$ cat config.mk
export PLATFORM = sky130hd
export DESIGN_NAME = alu_issue_ctrl
export DESIGN_NICKNAME = d
export VERILOG_FILES = /design/src/rtl/alu_issue_ctrl.sv
export SDC_FILE = /design/constraint.sdc
export NUM_CORES = 1
export LEC_CHECK = 0
export CAP_MARGIN = 20
export CORE_UTILIZATION = 35
export DETAILED_ROUTE_END_ITERATION = 10
export PLACE_DENSITY = 0.86
export SLEW_MARGIN = 20
export SYNTH_ARGS = -nofsm -noshare
export SYNTH_HDL_FRONTEND = slang
export SYNTH_SLANG_ARGS = --single-unit
$ cat constraint.sdc
create_clock -name clk_i -period 1.97 [get_ports clk_i]
set_input_delay 0.197 -clock clk_i [delete_from_list [all_inputs] [get_ports clk_i]]
set_output_delay 0.197 -clock clk_i [all_outputs]
set_load 0.02 [all_outputs]
$ cat src/rtl/alu_issue_ctrl.sv
// rtl/alu_issue_ctrl.sv - EX-stage ALU operand/control sequencer with result valid/ready handshake
module alu_issue_ctrl #(
  parameter int unsigned MUL_LAT = 2
) (
  input  logic        clk_i,
  input  logic        rst_i,
  input  logic        flush_i,
  input  logic        valid_i,
  output logic        ready_o,
  input  logic [6:0]  opcode_i,
  input  logic [2:0]  funct3_i,
  input  logic [6:0]  funct7_i,
  input  logic [31:0] rs1_data_i,
  input  logic [31:0] rs2_data_i,
  input  logic [31:0] imm_i,
  output logic [31:0] ALUin1_o,
  output logic [31:0] ALUin2_o,
  output logic [2:0]  ALUCtrl_o,
  input  logic [31:0] ALUResult_i,
  output logic [31:0] result_o,
  output logic        illegal_o,
  output logic        result_valid_o,
  input  logic        result_ready_i
);

  typedef enum logic [1:0] {
    S_IDLE = 2'd0,
    S_EXEC = 2'd1,
    S_DONE = 2'd2
  } state_t;

  localparam logic [2:0] ALU_AND  = 3'b000;
  localparam logic [2:0] ALU_XOR  = 3'b001;
  localparam logic [2:0] ALU_ADD  = 3'b010;
  localparam logic [2:0] ALU_SUB  = 3'b011;
  localparam logic [2:0] ALU_SLL  = 3'b100;
  localparam logic [2:0] ALU_MUL  = 3'b101;
  localparam logic [2:0] ALU_SRAI = 3'b110;
  localparam logic [2:0] ALU_BAD  = 3'b111;

  localparam logic [6:0] OP_REG    = 7'b0110011;
  localparam logic [6:0] OP_IMM    = 7'b0010011;
  localparam logic [6:0] OP_LOAD   = 7'b0000011;
  localparam logic [6:0] OP_STORE  = 7'b0100011;
  localparam logic [6:0] OP_BRANCH = 7'b1100011;

  localparam logic [6:0] F7_BASE = 7'b0000000;
  localparam logic [6:0] F7_ALT  = 7'b0100000;
  localparam logic [6:0] F7_MULD = 7'b0000001;

  // Extra EXEC cycles a mul spends before capture; counter holds the remaining count.
  localparam logic [3:0] MUL_CNT = 4'(MUL_LAT - 1);

  state_t      state_q, state_d;
  logic [3:0]  cnt_q, cnt_d;
  logic [31:0] in1_q, in1_d;
  logic [31:0] in2_q, in2_d;
  logic [2:0]  ctrl_q, ctrl_d;
  logic        flag_q, flag_d;
  logic [31:0] res_q, res_d;
  logic        ill_q, ill_d;
  logic        rv_q, rv_d;

  logic [2:0]  dec_ctrl;
  logic [31:0] dec_op2;
  logic        dec_illegal;
  logic        dec_mul;

  // Decode the incoming instruction fields into an ALU code and second operand.
  always_comb begin
    dec_ctrl    = ALU_BAD;
    dec_op2     = rs2_data_i;
    dec_illegal = 1'b1;
    dec_mul     = 1'b0;
    case (opcode_i)
      OP_REG: begin
        if (funct7_i == F7_BASE) begin
          case (funct3_i)
            3'b111:  begin dec_ctrl = ALU_AND; dec_illegal = 1'b0; end
            3'b100:  begin dec_ctrl = ALU_XOR; dec_illegal = 1'b0; end
            3'b000:  begin dec_ctrl = ALU_ADD; dec_illegal = 1'b0; end
            3'b001:  begin dec_ctrl = ALU_SLL; dec_illegal = 1'b0; end
            default: begin dec_ctrl = ALU_BAD; dec_illegal = 1'b1; end
          endcase
        end else if (funct7_i == F7_ALT && funct3_i == 3'b000) begin
          dec_ctrl    = ALU_SUB;
          dec_illegal = 1'b0;
        end else if (funct7_i == F7_MULD && funct3_i == 3'b000) begin
          dec_ctrl    = ALU_MUL;
          dec_illegal = 1'b0;
          dec_mul     = 1'b1;
        end
      end
      OP_IMM: begin
        if (funct3_i == 3'b000) begin
          dec_ctrl    = ALU_ADD;
          dec_op2     = imm_i;
          dec_illegal = 1'b0;
        end else if (funct3_i == 3'b101 && funct7_i == F7_ALT) begin
          dec_ctrl    = ALU_SRAI;
          dec_op2     = {27'b0, imm_i[4:0]};
          dec_illegal = 1'b0;
        end
      end
      OP_LOAD, OP_STORE: begin
        dec_ctrl    = ALU_ADD;
        dec_op2     = imm_i;
        dec_illegal = 1'b0;
      end
      OP_BRANCH: begin
        dec_ctrl    = ALU_SUB;
        dec_illegal = 1'b0;
      end
      default: begin
        dec_ctrl    = ALU_BAD;
        dec_illegal = 1'b1;
      end
    endcase
  end

  // Sequencer next state: accept in IDLE, count down in EXEC, hold until handshake in DONE.
  always_comb begin
    state_d = state_q;
    cnt_d   = cnt_q;
    in1_d   = in1_q;
    in2_d   = in2_q;
    ctrl_d  = ctrl_q;
    flag_d  = flag_q;
    res_d   = res_q;
    ill_d   = ill_q;
    rv_d    = rv_q;
    case (state_q)
      S_IDLE: begin
        if (valid_i) begin
          in1_d   = rs1_data_i;
          in2_d   = dec_op2;
          ctrl_d  = dec_ctrl;
          flag_d  = dec_illegal;
          cnt_d   = dec_mul ? MUL_CNT : 4'd0;
          state_d = S_EXEC;
        end
      end
      S_EXEC: begin
        if (cnt_q != 4'd0) begin
          cnt_d = cnt_q - 4'd1;
        end else begin
          res_d   = ALUResult_i;
          ill_d   = flag_q;
          rv_d    = 1'b1;
          state_d = S_DONE;
        end
      end
      S_DONE: begin
        if (result_ready_i) begin
          rv_d    = 1'b0;
          state_d = S_IDLE;
        end
      end
      default: begin
        state_d = S_IDLE;
      end
    endcase
    // Flush discards whatever is in flight and blocks a same-cycle accept.
    if (flush_i) begin
      state_d = S_IDLE;
      rv_d    = 1'b0;
      ill_d   = 1'b0;
      ctrl_d  = ALU_BAD;
      cnt_d   = 4'd0;
      in1_d   = in1_q;
      in2_d   = in2_q;
      flag_d  = flag_q;
    end
  end

  // State and output registers with asynchronous active-low reset.
  always_ff @(posedge clk_i or negedge rst_i) begin
    if (!rst_i) begin
      state_q <= S_IDLE;
      cnt_q   <= 4'd0;
      in1_q   <= 32'd0;
      in2_q   <= 32'd0;
      ctrl_q  <= ALU_BAD;
      flag_q  <= 1'b0;
      res_q   <= 32'd0;
      ill_q   <= 1'b0;
      rv_q    <= 1'b0;
    end else begin
      state_q <= state_d;
      cnt_q   <= cnt_d;
      in1_q   <= in1_d;
      in2_q   <= in2_d;
      ctrl_q  <= ctrl_d;
      flag_q  <= flag_d;
      res_q   <= res_d;
      ill_q   <= ill_d;
      rv_q    <= rv_d;
    end
  end

  assign ready_o        = (state_q == S_IDLE);
  assign ALUin1_o       = in1_q;
  assign ALUin2_o       = in2_q;
  assign ALUCtrl_o      = ctrl_q;
  assign result_o       = res_q;
  assign illegal_o      = ill_q;
  assign result_valid_o = rv_q;

endmodule

==> flow_summary_export.csv, run 1 <==
group,metric,value,unit
yosys,yosys_warnings,0,
drt,highest_metal_layer_with_signal_wires,"met4",
clocking,postCtsSetupBuffers,0,
critical_path,crit_chain,"clkdlybuf4s50_1 > or3_1 > nand3b_2 > o211ai_2 > and3_1 > a221o_1",
die,starting_utilization_of_the_core_area,36.5,%
die,area_of_the_core_region,12800,sq um
drt,detailroute.wirelength.met2,7210,um
critical_path,worst_setup_endpoint,"ALUin2_o[25]$_DFFE_PN0P_",
drt,viasPerCell,4.94,
yosys,syn-mean-instance-area,11.3,sq um
critical_path,worst_r2r_endpoint,"result_o[28]$_DFFE_PN0P_",
layout,area_growth,67.1,%
global_routing,antenna_violations_before_repair,0,
drt,detail_route.iter0.violations,161,
outcome,outcome,"completed",
clocking,reg_clk_slew_reported_paths,80,ps
yosys,async_flop_share,100,%
drt,antenna_violating_nets_post_route,0,
clocking,insertion_delay,340,ps
drt,firstDrtPassIters,4,
yosys,mappedNetlistArea,4690,sq um
yosys,synth-edff-count,0,
yosys,synth_top_cells_by_area,"sky130_fd_sc_hd__dfrtp_1 56%, sky130_fd_sc_hd__nand2_1 8.3%, sky130_fd_sc_hd__mux2_1 7.4%, sky130_fd_sc_hd__a221o_1 5.8%, sky130_fd_sc_hd__and3_1 3.3%",
drt,route.detailed.drc,0,
die,floorplan.io_pins,252,
critical_path,category_of_the_worst_setup_path_capture_point,"flop",
placed_design,dp_worst_setup_slack,-387,ps
power_and_ir_drop,power_density_over_cell_area,941,nW/um^2
drt,via_count,4214,
drt,route.met3.wl,890,um
power_and_ir_drop,power_frac_comb,35.3,%
yosys,ys_seq_elements,108,
yosys,postSynthCellCount,413,
critical_path,critical_path.max_fanout,8,
sta,worst-slew-pin-transition,496,ps
sta,finalCriticalPeriod,1930,ps
yosys,synth.largest_area_cell,"sky130_fd_sc_hd__dfrtp_1",
yosys,mappedNetlistNets,565,
sta,report.final.hold_viol_count,0,
placed_design,placed_cell_areas,7480,sq um
critical_path,worst_ep_arrival_time,2160,ps
sta,clock-skew-final,5.75,ps
sta,setup_slack,40.2,ps
layout,layout_cell_share_with_drive_strength_beyond_1,8.22,%
yosys,synth_top_cells_by_count,"105 x sky130_fd_sc_hd__dfrtp_1, 104 x sky130_fd_sc_hd__nand2_1, 31 x sky130_fd_sc_hd__mux2_1",
power_and_ir_drop,p_leak,0.00345,uW
clocking,cts_buffers,9,
power_and_ir_drop,p_int,5070,uW
sta,timing.slew.headroom,66.6,%
die,die_width,118,um
global_routing,pin_count_of_the_biggest_net_entering_global_routing,63,
sta,maxSlewViolCount,0,
critical_path,worstRegToRegCells,7,
layout,layout.cell_area.non_filler,7830,sq um
critical_path,critPathMaxStageDelay,530,ps
global_routing,grt_util_all_layers,20.6,%
layout,n_antenna_cell,0,
clocking,root_buffer,"sky130_fd_sc_hd__clkbuf_16",
critical_path,worst_setup_path_start_kind,"primary input",
critical_path,regToRegStartpoint,"cnt_q[0]$_DFFE_PN0P_",
power_and_ir_drop,clkPwrFrac,24.6,%
critical_path,setup.worst_path.class,"in2reg",
drt,avgRoutedWirePerCell,16.5,um
sta,fmax_achieved,518,MHz
yosys,yosys_most_used_dff,"sky130_fd_sc_hd__dfrtp_1",
power_and_ir_drop,pwr-share-seq,40.2,%
critical_path,timing.critical_path.slowest_stage_cell,"sky130_fd_sc_hd__clkdlybuf4s50_1",
run,max_cap_viol_count,0,
sta,timing.final.crit_share,98.0,%
placed_design,dp_hpwl,10400,um
yosys,synth_top_area_share,56.1,%
clocking,cts_htree_levels,3,
min_path,hold_path_class,"in2async",
yosys,yosys.cell_types.count,51,
drt,m1WireLength,5520,um
critical_path,startpoint,"funct3_i[0]",
power_and_ir_drop,max-vdd-ir-drop,458,uV
clocking,tritoncts,"yes",
yosys,synth_most_common_cell,"sky130_fd_sc_hd__dfrtp_1",
placed_design,routability_congestion,0.849,
die,dieArea,13900,sq um
power_and_ir_drop,switching_share,31.2,%
sta,setup_tns,0,ps
clocking,cts.sink_count,108,
global_routing,first_global_vias,4360,
critical_path,rrSetupSlack,120,ps
layout,nets,828,
global_routing,grt_first_pass_wirelength,22600,um
clocking,cts-root-to-sink-buffers,2,
placed_design,portBuffers,251,
power_and_ir_drop,net-switching-power,2300,uW
drt,drt-total-wl,14000,um
die,dieHeight,118,um
yosys,synth.yosys.seq_area_share,57.7,%
die,core.rowCount,41,
global_routing,total_global_routing_overflow,0,
layout,utilization,61.1,%
critical_path,worst-endpoint-required,2200,ps
sta,setup-violations-final,0,
[worst min-delay path by stage]
stage	from	endpoint	slack (ps)
after floorplan	rst_i	ALUin1_o[0]$_DFFE_PN0P_	-100
after global placement	rst_i	ALUin1_o[15]$_DFFE_PN0P_	80
after detailed placement	rst_i	ALUin1_o[15]$_DFFE_PN0P_	90
after CTS	rst_i	ALUin1_o[14]$_DFFE_PN0P_	270
after global routing	rst_i	ALUin1_o[15]$_DFFE_PN0P_	300
final	rst_i	ALUin1_o[15]$_DFFE_PN0P_	270
[routing by layer]
metal  up-vias  GRT usage [%]
li1       1975              -
met3        32           5.09
met1      2014           23.9
met4         0           8.01
met5         -              0
met2       193           36.4
[power by group through the flow]
stage	Combinational, uW	Clock [uW]	Sequential (uW)
global route	2760	1960	3020
detailed placement	2620	0	3000
finish	2600	1810	2960
floorplan	532	0	3550
global placement	2560	0	2970
CTS	2630	1850	2960
[cells in the final DEF, fill, tap and decap left out, types with 2 or more instances in the layout]
cell type and count:
sky130_fd_sc_hd__a211oi_1 2, sky130_fd_sc_hd__a21o_1 2, sky130_fd_sc_hd__a21oi_1 13, sky130_fd_sc_hd__a221o_1 27, sky130_fd_sc_hd__and3_1 25, sky130_fd_sc_hd__and3_4 2
sky130_fd_sc_hd__buf_12 3, sky130_fd_sc_hd__buf_4 21, sky130_fd_sc_hd__clkbuf_16 9, sky130_fd_sc_hd__clkdlybuf4s50_1 249, sky130_fd_sc_hd__clkinvlp_4 3, sky130_fd_sc_hd__dfrtp_1 105
sky130_fd_sc_hd__dfstp_2 3, sky130_fd_sc_hd__ha_1 2, sky130_fd_sc_hd__inv_1 2, sky130_fd_sc_hd__inv_6 2, sky130_fd_sc_hd__mux2_1 31, sky130_fd_sc_hd__mux2i_1 5
sky130_fd_sc_hd__nand2_1 104, sky130_fd_sc_hd__nand2b_1 3, sky130_fd_sc_hd__nand3_1 2, sky130_fd_sc_hd__nand4_1 2, sky130_fd_sc_hd__nor2_1 19, sky130_fd_sc_hd__nor3_1 2
sky130_fd_sc_hd__nor3b_1 2, sky130_fd_sc_hd__o211ai_4 2, sky130_fd_sc_hd__o21ai_0 4, sky130_fd_sc_hd__o22a_1 2, sky130_fd_sc_hd__or3_1 2, sky130_fd_sc_hd__xor2_1 2
[per-stage QoR]
step / total power [uW] / hold WS (ps) / cells
2_1_floorplan: 4080 / -98.6 / 413
3_3_place_gp: 5530 / 80.6 / 834
3_5_place_dp: 5620 / 88.5 / 834
4_1_cts: 7440 / 273 / 852
5_1_grt: 7730 / 296 / 853
6_report: 7370 / 268 / 853
[what timing repair did]
item                                    4_1_cts  5_1_grt
hold buffers                                  1        0
endpoints found under the setup margin        1       54
endpoints found under the hold margin        17        0
cloned                                        1        1
pin swaps                                     1        1
gates resized for setup                       0        3
[flip-flops by register name (all words and copies together), names as in the netlist]
register and count:
ALUCtrl_o 3, ALUin1_o 32, ALUin2_o 32, cnt_q 4
flag_q 1, illegal_o 1, result_o 32, result_valid_o 1
state_q 2
[kinds of logic (layout without fill, tap and decap cells)]
group / count (synthesis) / in the layout / synth area share, %
muxes: 37 / 37 / 8.76
and+or+nand+nor: 176 / 176 / 18.5
AOI/OAI and AO/OA: 59 / 61 / 10.5
xor gates and xnor gates: 3 / 3 / 0.561
adders and majority gates: 3 / 3 / 0.747
DFF: 108 / 108 / 57.7
buffers and inverters: 27 / 293 / 3.20
[final cells by class]
class / count / area (sq um)
multi-input combinational: 280 / 1870
timing repair buffer: 275 / 2730
sequential: 108 / 2710
fill: 1013 / 4990
clock buffer: 10 / 229
clock inverter: 6 / 70.1
tap: 172 / 215
inverter: 2 / 7.51
[worst max-delay path, delay by kind of cell]
family / cells / cell delay [ps]
simple gates: 3 / 930
buf+inv: 1 / 530
compound gates: 2 / 500
(Power assumes the default switching activity.)
==> run 2: changes to the inputs <==
Settings changed: CTS_BUF_LIST set to sky130_fd_sc_hd__clkbuf_8.
==> run 2 against run 1 <==
Combinational power is essentially flat. Sequential cell count is the same. Register-to-register slack is essentially flat. Sequential power is essentially flat. Core utilization shrank 0.79 points. Die area is the same. Clock skew grew 3.2 ps. Hold slack lost 25 ps. Critical path depth is the same. Count of clock-buffer cells in the layout shrank 1. Largest cell class unchanged. Highest routed layer unchanged.
==> flow_summary_export.csv, run 2 (synthesized netlist as in run 1, its figures left out) <==
group,metric,value,unit
sta,fmax_achieved,519,MHz
sta,timing.slew.headroom,67.7,%
clocking,cts.sink_count,108,
critical_path,critPathMaxStageDelay,530,ps
drt,highest_metal_layer_with_signal_wires,"met4",
layout,nFillCells,1025,
layout,layout.cell_area.non_filler,7730,sq um
placed_design,routability_congestion,0.849,
sta,setup_slack,41.5,ps
clocking,root_buffer,"sky130_fd_sc_hd__clkbuf_8",
layout,layout.cells.most_common_list,"249 x sky130_fd_sc_hd__clkdlybuf4s50_1, 105 x sky130_fd_sc_hd__dfrtp_1, 104 x sky130_fd_sc_hd__nand2_1",
drt,route.detailed.drc,0,
drt,detail_route.iter0.violations,246,
placed_design,placed_cell_areas,7480,sq um
critical_path,worst_setup_path_start_kind,"primary input",
critical_path,category_of_the_worst_setup_path_capture_point,"flop",
layout,layout_commonest_cell,"sky130_fd_sc_hd__clkdlybuf4s50_1",
clocking,cts_htree_levels,3,
die,starting_utilization_of_the_core_area,36.5,%
drt,m1WireLength,5640,um
placed_design,dp.cells,834,
die,die_width,118,um
sta,worst-slew-pin-transition,480,ps
layout,multiInputGateArea,1870,sq um
die,area_of_the_core_region,12800,sq um
power_and_ir_drop,power_density_over_cell_area,894,nW/um^2
sta,setup-violations-final,0,
clocking,cts_buffers,9,
critical_path,crit_chain,"clkdlybuf4s50_1 > or3_1 > nand3b_2 > o211ai_2 > and3_1 > a221o_1",
critical_path,worst_ep_arrival_time,2180,ps
sta,finalCriticalPeriod,1930,ps
die,dieHeight,118,um
clocking,tritoncts,"yes",
drt,route.met3.wl,843,um
sta,timing.final.crit_share,97.9,%
layout,final-instance-count-excl-fill,853,
critical_path,regToRegStartpoint,"cnt_q[0]$_DFFE_PN0P_",
die,dieArea,13900,sq um
global_routing,grt_first_pass_wirelength,22300,um
placed_design,dp_worst_setup_slack,-387,ps
drt,avgRoutedWirePerCell,16.5,um
critical_path,worst-endpoint-required,2220,ps
layout,nets,828,
sta,maxSlewViolCount,0,
layout,area_growth,64.9,%
sta,report.final.hold_viol_count,0,
critical_path,timing.critical_path.slowest_stage_cell,"sky130_fd_sc_hd__clkdlybuf4s50_1",
die,floorplan.io_pins,252,
critical_path,critical_path.max_fanout,8,
power_and_ir_drop,total_chip_power,6910,uW
die,core.rowCount,41,
global_routing,total_global_routing_overflow,0,
drt,drt-total-wl,14100,um
global_routing,grt_util_all_layers,20.3,%
critical_path,startpoint,"funct3_i[0]",
placed_design,dp_hpwl,10400,um
run,max_cap_viol_count,0,
sta,clock-skew-final,8.96,ps
global_routing,first_global_vias,4316,
drt,via_count,4200,
drt,detailroute.wirelength.met2,7290,um
power_and_ir_drop,max-vdd-ir-drop,328,uV
global_routing,pin_count_of_the_biggest_net_entering_global_routing,63,
layout,layout_cell_share_with_drive_strength_beyond_1,8.22,%
clocking,cts-root-to-sink-buffers,2,
drt,antenna_violating_nets_post_route,0,
layout,ff_latch_area,2710,sq um
min_path,hold_path_class,"in2async",
global_routing,antenna_violations_before_repair,0,
clocking,insertion_delay,360,ps
power_and_ir_drop,p_leak,0.00341,uW
placed_design,portBuffers,251,
drt,viasPerCell,4.92,
drt,firstDrtPassIters,4,
layout,utilization,60.3,%
critical_path,critPathBufInv,1,
critical_path,setup.worst_path.class,"in2reg",
layout,n_antenna_cell,0,
critical_path,path_delay_family,"simple AND/OR/NAND/NOR gates",
clocking,reg_clk_slew_reported_paths,110,ps
outcome,outcome,"completed",
## run 2: stage by stage
step | hold WS [ps] | TNS (ps)
after floorplan | -98.6 | 0
after global placement | 80.6 | -7960
after detailed placement | 88.5 | -10620
after CTS | 229 | 0
after global routing | 248 | -20.3
final | 243 | 0
## run 2: worst paths after layout
path | endpoint | slack (ps) | depth (start not counted)
worst max-delay path | ALUin2_o[25]$_DFFE_PN0P_ | 40 | 6
worst min-delay path | ALUin1_o[15]$_DFFE_PN0P_ | 240 | 2
worst max register to register | result_o[27]$_DFFE_PN0P_ | 110 | 7
worst min register to register | ALUin1_o[13]$_DFFE_PN0P_ | 490 | 2
max in group asynchronous | ALUCtrl_o[0]$_DFFE_PN1P_ | 1010 | 3
min in group clk_i | ALUin1_o[10]$_DFFE_PN0P_ | 360 | 3
## run 2: routing by layer
metal / track usage, % / up-vias
met5: 0 / -
met1: 23.5 / 2016
met3: 5.23 / 24
met2: 35.8 / 185
met4: 7.45 / 0
li1: - / 1975
## run 2: final cells by class
cell class / instances / area share, %
well taps: 172 / 2.78
clock inverters: 7 / 0.955
clock buffers: 9 / 1.60
inverters: 2 / 0.0971
repair buffers: 275 / 35.4
multi-input cells: 280 / 24.2
flip-flops and latches: 108 / 35.0
## run 2: where the power goes
group | internal (uW) | total [uW] | switching, uW
clock | 593 | 1350 | 760
combinational | 1380 | 2600 | 1220
sequential | 2690 | 2960 | 273
## run 2: timing repair
item	4_1_cts	5_1_grt
hold endpoints to repair	17	0
hold buffers	1	0
gates resized for setup	0	3
setup buffers	0	0
endpoints found under the setup margin	0	41
